--- src/rtl/vending_machine_multi_if.sv ---
// Button and status bundle of the multi-product vending machine.
//   master : drives the raw active-low buttons, coin value and price table,
//            and observes the machine outputs.
//   slave  : the vending machine itself.
// Signals:
//   coin_ni, amount_ni, sel_ni, cancel_ni : active-low buttons / coin value
//   prices_i                              : packed price table, product k at [k*W +: W]
//   dispense_o                            : one-hot dispense strobe
//   credit_o                              : accumulated credit
//   change_o, change_valid_o              : change value and its strobe
//   reject_o, short_o, busy_o             : coin refused / credit too low / vending
interface vending_machine_multi_if #(
    parameter int W      = 8,
    parameter int N_PROD = 4
);
    logic                  coin_ni;
    logic [W-1:0]          amount_ni;
    logic [N_PROD-1:0]     sel_ni;
    logic                  cancel_ni;
    logic [N_PROD*W-1:0]   prices_i;
    logic [N_PROD-1:0]     dispense_o;
    logic [W-1:0]          credit_o;
    logic [W-1:0]          change_o;
    logic                  change_valid_o;
    logic                  reject_o;
    logic                  short_o;
    logic                  busy_o;

    modport master (
        output coin_ni, amount_ni, sel_ni, cancel_ni, prices_i,
        input  dispense_o, credit_o, change_o, change_valid_o, reject_o, short_o, busy_o
    );

    modport slave (
        input  coin_ni, amount_ni, sel_ni, cancel_ni, prices_i,
        output dispense_o, credit_o, change_o, change_valid_o, reject_o, short_o, busy_o
    );
endinterface

--- src/rtl/vending_machine_multi.sv ---
// Multi-product vending machine controller.
// Every button is synchronized and debounced; a released-to-pressed
// transition of the debounced level makes a one-cycle press event that
// drives a four-state FSM (IDLE, ACCUM, VEND, CHANGE).
// Ports:
//   clk_i  : system clock, rising edge
//   rst_ni : asynchronous active-low reset
//   bus    : button inputs, price table and machine outputs (slave side)
module vending_machine_multi #(
    parameter int W               = 8,
    parameter int N_PROD          = 4,
    parameter int DEBOUNCE_CYCLES = 100000,
    parameter int DISP_CYCLES     = 8
) (
    input  logic                   clk_i,
    input  logic                   rst_ni,
    vending_machine_multi_if.slave bus
);
    localparam int NB  = N_PROD + 2;
    localparam int CW  = $clog2(DEBOUNCE_CYCLES + 1);
    localparam int DCW = $clog2(DISP_CYCLES + 1);

    typedef enum logic [1:0] {IDLE, ACCUM, VEND, CHANGE} state_t;

    // Bit 0 coin, bits 1..N_PROD selects, top bit cancel.
    logic [NB-1:0] btn_n;
    logic [NB-1:0] press_ev;
    assign btn_n = {bus.cancel_ni, bus.sel_ni, bus.coin_ni};

    generate
        for (genvar gi = 0; gi < NB; gi++) begin : gen_btn
            logic [1:0]    sync_reg;
            logic          level_reg;
            logic [CW-1:0] cnt_reg;
            logic          ev_reg;

            // The counter runs only while the synchronized sample disagrees
            // with the accepted level; any agreeing sample restarts it.
            always_ff @(posedge clk_i or negedge rst_ni) begin
                if (!rst_ni) begin
                    sync_reg  <= 2'b11;
                    level_reg <= 1'b1;
                    cnt_reg   <= '0;
                    ev_reg    <= 1'b0;
                end else begin
                    sync_reg <= {sync_reg[0], btn_n[gi]};
                    ev_reg   <= 1'b0;
                    if (sync_reg[1] == level_reg) begin
                        cnt_reg <= '0;
                    end else if (cnt_reg == CW'(DEBOUNCE_CYCLES - 1)) begin
                        level_reg <= sync_reg[1];
                        cnt_reg   <= '0;
                        ev_reg    <= ~sync_reg[1];
                    end else begin
                        cnt_reg <= cnt_reg + 1'b1;
                    end
                end
            end

            assign press_ev[gi] = ev_reg;
        end
    endgenerate

    logic [W-1:0] amt_sync1_reg, amt_sync2_reg;
    always_ff @(posedge clk_i or negedge rst_ni) begin
        if (!rst_ni) begin
            amt_sync1_reg <= '1;
            amt_sync2_reg <= '1;
        end else begin
            amt_sync1_reg <= bus.amount_ni;
            amt_sync2_reg <= amt_sync1_reg;
        end
    end

    logic              coin_ev, cancel_ev;
    logic [N_PROD-1:0] sel_ev;
    logic [W-1:0]      coin_amt;
    assign coin_ev   = press_ev[0];
    assign sel_ev    = press_ev[N_PROD:1];
    assign cancel_ev = press_ev[NB-1];
    assign coin_amt  = ~amt_sync2_reg;

    state_t            state_reg;
    logic [W-1:0]      credit_reg;
    logic [W-1:0]      change_reg;
    logic              change_valid_reg;
    logic              reject_reg;
    logic              short_reg;
    logic              busy_reg;
    logic [N_PROD-1:0] dispense_reg;
    logic [DCW-1:0]    disp_cnt_reg;

    // Extra top bit catches overflow instead of wrapping.
    logic [W:0] sum;
    assign sum = {1'b0, credit_reg} + {1'b0, coin_amt};

    // Lowest-index select event wins.
    logic [N_PROD-1:0] win_onehot;
    logic [W-1:0]      win_price;
    logic              win_found;
    always_comb begin
        win_onehot = '0;
        win_price  = '0;
        win_found  = 1'b0;
        for (int k = 0; k < N_PROD; k++) begin
            if (sel_ev[k] && !win_found) begin
                win_found     = 1'b1;
                win_onehot[k] = 1'b1;
                win_price     = bus.prices_i[k*W +: W];
            end
        end
    end

    always_ff @(posedge clk_i or negedge rst_ni) begin
        if (!rst_ni) begin
            state_reg        <= IDLE;
            credit_reg       <= '0;
            change_reg       <= '0;
            change_valid_reg <= 1'b0;
            reject_reg       <= 1'b0;
            short_reg        <= 1'b0;
            busy_reg         <= 1'b0;
            dispense_reg     <= '0;
            disp_cnt_reg     <= '0;
        end else begin
            reject_reg <= 1'b0;
            short_reg  <= 1'b0;
            case (state_reg)
                IDLE, ACCUM: begin
                    if (cancel_ev) begin
                        change_reg       <= credit_reg;
                        change_valid_reg <= 1'b1;
                        credit_reg       <= '0;
                        busy_reg         <= 1'b1;
                        state_reg        <= CHANGE;
                    end else if (coin_ev) begin
                        if (sum[W]) begin
                            reject_reg <= 1'b1;
                        end else begin
                            credit_reg <= sum[W-1:0];
                            state_reg  <= ACCUM;
                        end
                    end else if (win_found) begin
                        if (credit_reg >= win_price) begin
                            dispense_reg <= win_onehot;
                            credit_reg   <= credit_reg - win_price;
                            disp_cnt_reg <= '0;
                            busy_reg     <= 1'b1;
                            state_reg    <= VEND;
                        end else begin
                            short_reg <= 1'b1;
                        end
                    end
                end
                VEND: begin
                    if (coin_ev) reject_reg <= 1'b1;
                    if (disp_cnt_reg == DCW'(DISP_CYCLES - 1)) begin
                        dispense_reg     <= '0;
                        change_reg       <= credit_reg;
                        change_valid_reg <= 1'b1;
                        credit_reg       <= '0;
                        state_reg        <= CHANGE;
                    end else begin
                        disp_cnt_reg <= disp_cnt_reg + 1'b1;
                    end
                end
                CHANGE: begin
                    if (coin_ev) reject_reg <= 1'b1;
                    change_reg       <= '0;
                    change_valid_reg <= 1'b0;
                    busy_reg         <= 1'b0;
                    state_reg        <= IDLE;
                end
                default: state_reg <= IDLE;
            endcase
        end
    end

    assign bus.dispense_o     = dispense_reg;
    assign bus.credit_o       = credit_reg;
    assign bus.change_o       = change_reg;
    assign bus.change_valid_o = change_valid_reg;
    assign bus.reject_o       = reject_reg;
    assign bus.short_o        = short_reg;
    assign bus.busy_o         = busy_reg;
endmodule

--- src/flat_wrapper.sv ---
// flat-port wrapper written by rule: the top's interface ports become plain ports
module vending_machine_multi_flat 
#(
    parameter int W               = 8,
    parameter int N_PROD          = 4,
    parameter int DEBOUNCE_CYCLES = 100000,
    parameter int DISP_CYCLES     = 8
)
  (clk_i, rst_ni, bus_coin_ni, bus_amount_ni, bus_sel_ni, bus_cancel_ni, bus_prices_i, bus_dispense_o, bus_credit_o, bus_change_o, bus_change_valid_o, bus_reject_o, bus_short_o, bus_busy_o);
  vending_machine_multi_if #(.W(W), .N_PROD(N_PROD)) bus_i ();
  input  logic clk_i;
  input  logic rst_ni;
  input wire logic [$bits(bus_i.coin_ni)-1:0] bus_coin_ni;
  input wire logic [$bits(bus_i.amount_ni)-1:0] bus_amount_ni;
  input wire logic [$bits(bus_i.sel_ni)-1:0] bus_sel_ni;
  input wire logic [$bits(bus_i.cancel_ni)-1:0] bus_cancel_ni;
  input wire logic [$bits(bus_i.prices_i)-1:0] bus_prices_i;
  output wire logic [$bits(bus_i.dispense_o)-1:0] bus_dispense_o;
  output wire logic [$bits(bus_i.credit_o)-1:0] bus_credit_o;
  output wire logic [$bits(bus_i.change_o)-1:0] bus_change_o;
  output wire logic [$bits(bus_i.change_valid_o)-1:0] bus_change_valid_o;
  output wire logic [$bits(bus_i.reject_o)-1:0] bus_reject_o;
  output wire logic [$bits(bus_i.short_o)-1:0] bus_short_o;
  output wire logic [$bits(bus_i.busy_o)-1:0] bus_busy_o;
  assign bus_i.coin_ni = bus_coin_ni;
  assign bus_i.amount_ni = bus_amount_ni;
  assign bus_i.sel_ni = bus_sel_ni;
  assign bus_i.cancel_ni = bus_cancel_ni;
  assign bus_i.prices_i = bus_prices_i;
  assign bus_dispense_o = bus_i.dispense_o;
  assign bus_credit_o = bus_i.credit_o;
  assign bus_change_o = bus_i.change_o;
  assign bus_change_valid_o = bus_i.change_valid_o;
  assign bus_reject_o = bus_i.reject_o;
  assign bus_short_o = bus_i.short_o;
  assign bus_busy_o = bus_i.busy_o;
  vending_machine_multi #(.W(W), .N_PROD(N_PROD), .DEBOUNCE_CYCLES(DEBOUNCE_CYCLES), .DISP_CYCLES(DISP_CYCLES)) u_core (.clk_i(clk_i), .rst_ni(rst_ni), .bus(bus_i));
endmodule
--- config.mk ---
export PLATFORM = sky130hd
export DESIGN_NAME = vending_machine_multi_flat
export DESIGN_NICKNAME = d
export VERILOG_FILES = /design/src/rtl/vending_machine_multi_if.sv /design/src/rtl/vending_machine_multi.sv /design/src/flat_wrapper.sv
export SDC_FILE = /design/constraint.sdc
export NUM_CORES = 1
export LEC_CHECK = 0
export CORE_MARGIN = 2
export CORE_UTILIZATION = 35
export DETAILED_ROUTE_END_ITERATION = 12
export MAX_ROUTING_LAYER = met4
export PLACE_DENSITY = 0.6
export SYNTH_ARGS = -nofsm -noshare
export SYNTH_HDL_FRONTEND = slang
export SYNTH_SLANG_ARGS = --single-unit
--- constraint.sdc ---
create_clock -name clk_i -period 3.9 [get_ports clk_i]
set_input_delay 0.78 -clock clk_i [delete_from_list [all_inputs] [get_ports clk_i]]
set_output_delay 0.78 -clock clk_i [all_outputs]
set_load 0.01 [all_outputs]
==> flow_summary.ini <==
[final_layout]
layout_common_cells = dfrtp_1 (138), nor2_1 (123), nand2_1 (80)
final_cells = 1238
drive_above_1_share_pct = 11.32
final_nets = 979
layout_commonest_cell = dfrtp_1
largest_reg_flops = 102
diodes = 0
area_growth_pct = 20.60

[global_route]
grt_max_degree = 85
grt_pass1_wl_um = 29880
grt_pass1_vias = 5955
globalRouteOverflowTotal = 0
grt_usage_pct = 14.98
antenna_found_initial = 0

[clock_tree]
cts_hold_buf = 0
cts_sinks = 172
clk_pin_slew_worst_paths_ns = 0.07
cts_resized = 0
post-cts-setup-buffers = 0
cts_max_path_buffers = 2
htree_levels = 4
numCtsBuffers = 17
ctsRootBufferMaster = clkbuf_16
tritoncts = yes
clock_latency_ns = 0.42

[power_and_ir_drop]
p_per_area_nw_per_um2 = 370.7
peakVddDrop_uv = 247.7
leakagePower_nw = 4.343

[hold_path]
min_from = u_core.gen_btn[4].sync_reg[0]$_DFF_PN1_
hold_depth = 0
min_path_type = register to register
holdPathEnd = u_core.gen_btn[4].sync_reg[1]$_DFF_PN1_

[sta]
period_minus_slack_ns = 3.340
fin_crit_sh_pct = 85.63
tns_ns = 0
hold_violations = 0
finalSetupViolations = 0
slew_violations = 0
max_clock_freq_ghz = 0.2994
worst_slew_pin_slew_ns = 1.079
max_slew_margin_pct = 28.08
rsz0062_at_grt = false
clock_skew_ns = 0.008270

[routing]
avgViaCountPerCell = 4.861
wl_per_cell_um = 14.22
routed_wl_um = 17600
drt_iter0_drc = 340
ant_nets = 0
drc = 0
vias = 6018
dr.pass1.iters = 4

[placed_design]
port_buffers = 71
hpwlAfterDp_um = 12560
post-place-cells = 1206
gp_congestion = 0.8028

[status]
status = complete, no violations

[yosys]
synth_cell_types = 69
avgSynthCellArea_um2 = 10.20
ys_warn_count = 0
seq_area_frac_synth_pct = 51.79
synthFlopType = dfrtp_1
ys_seq_elements = 172
syn-instance-count = 823
ys_async_sr_fraction_pct = 100.0
syn_area_um2 = 8393
synth_fp_nets = 896
synth_edf_count = 0

[critical_path]
critical_path.cell_chain = nor2b_1 -> buf_4 -> a22oi_1 -> nor2_1 -> a221o_1 -> fa_1 -> nand2b_1 -> a21oi_4 -> o2111ai_2 -> a21oi_4 -> o221ai_4 -> a221o_1
slowest_stage = dfrtp_1
reg2reg_slack_ns = 0.56
crit_fanout = 8
end_kind = register
r2r_cells = 12
start_kind = register
path_class = register to register
crit_required_ns = 4.20
slowest_delay_ns = 0.43
rr_endpoint = u_core.bus.credit_o[7]$_DFFE_PN0P_
crit_arrival_ns = 3.64
r2r_start = u_core.gen_btn[3].ev_reg$_DFF_PN0_

[die]
die_height_um = 158.9
die_x_um = 158.9
initial_core_util_pct = 35.76
coreArea_um2 = 23470
dieArea_um2 = 25230
row_count = 56
pin_count = 72

[flow_run]
maxCapViolCount = 0
==> cell families (layout without fill, tap and decap cells) <==
| family | Yosys count | count (layout) | synth area share, % |
|---|---|---|---|
| flip-flops | 172 | 172 | 51.79 |
| AO/OA/AOI/OAI | 104 | 104 | 9.034 |
| AND/OR/NAND/NOR | 366 | 366 | 21.32 |
| buffers and inverters | 46 | 142 | 2.117 |
| XOR/XNOR | 95 | 95 | 9.914 |
| adder cells (fa/ha/maj) | 25 | 25 | 3.906 |
| multiplexers | 15 | 15 | 1.923 |
==> cell type report <==
class                      count  area [um^2]
clock buffer                  19        442.9
clock inverter                13        163.9
fill                        2288        13350
inverter                      31        116.4
multi-input combinational    605         3869
sequential                   172         4347
tap                          319        399.1
timing repair buffer          79        784.5
==> power by group <==
part	internal [mW]	total, mW	switching, mW	leakage [nW]
sequential	1.83	1.85	0.0236	2.23
combinational	0.0717	0.155	0.0837	1.83
clock	1.03	1.75	0.719	0.282
total	2.93	3.75	0.826	4.34
==> worst max-delay path: cells and delay by family (launching register included) <==
family / cells / cell delay, ns
simple gates: 3 / 0.48
fa+ha+maj: 1 / 0.42
flops: 1 / 0.43
compound gates: 7 / 1.72
buf+inv: 1 / 0.17
==> worst max path at each step <==
| stage | startpoint | endpoint | slack (ns) | depth (start not counted) |
|---|---|---|---|---|
| 3_3_place_gp | bus_prices_i[9] | u_core.bus.credit_o[7]$_DFFE_PN0P_ | 0.17 | 11 |
| 2_1_floorplan | bus_prices_i[9] | u_core.bus.credit_o[7]$_DFFE_PN0P_ | 0.78 | 10 |
| 3_5_place_dp | bus_prices_i[9] | u_core.bus.credit_o[7]$_DFFE_PN0P_ | 0.14 | 11 |
| 4_1_cts | u_core.gen_btn[3].ev_reg$_DFF_PN0_ | u_core.bus.credit_o[7]$_DFFE_PN0P_ | 0.55 | 12 |
| 6_report | u_core.gen_btn[3].ev_reg$_DFF_PN0_ | u_core.bus.credit_o[7]$_DFFE_PN0P_ | 0.56 | 12 |
| 5_1_grt | u_core.gen_btn[3].ev_reg$_DFF_PN0_ | u_core.bus.credit_o[7]$_DFFE_PN0P_ | 0.41 | 12 |
==> Yosys cell counts (4+ instances only) <==
library cell,count,area [um^2]
dfrtp_1,138,3453
nor2_1,123,461.7
nand2_1,80,300.3
xor2_1,63,551.8
nand3_1,42,210.2
dfstp_2,34,893.4
xnor2_1,32,280.3
inv_1,31,116.4
o21ai_0,26,130.1
ha_1,23,287.8
nand4_1,23,143.9
a21oi_1,21,105.1
and3_1,20,125.1
nor3_1,18,90.09
clkbuf_1,11,41.29
or3_1,11,68.82
a22oi_1,9,67.56
mux2_2,9,101.4
nor3b_1,9,67.56
nor4_1,8,50.05
nand2b_1,7,43.79
a221oi_1,6,52.55
mux2i_1,6,60.06
buf_2,4,20.02
o2bb2ai_1,4,35.03
==> through the flow <==
| step | setup slack, ns | hold slack [ns] | power, mW | utilization [%] | instance area [um^2] |
|---|---|---|---|---|---|
| final | 0.5604 | 0.3561 | 3.753 | 43.12 | 10120 |
| after global routing | 0.4113 | 0.3620 | 3.907 | 43.12 | 10120 |
| after CTS | 0.5548 | 0.3571 | 3.816 | 43.12 | 10120 |
| after detailed placement | 0.1401 | 0.3473 | 2.041 | 40.54 | 9515 |
| after global placement | 0.1656 | 0.3469 | 2.039 | 40.54 | 9515 |
| after floorplan | 0.7776 | 0.3452 | 1.932 | - | 8393 |
==> layer usage <==
metal	up-vias	part of all wire, %	track usage [%]
li1	3022	-	-
met1	2912	49	19.37
met2	70	47	23.72
met3	14	2.9	3.474
met4	0	1.4	4.174
met5	-	0	-
Power figures use the tool's default switching activity.
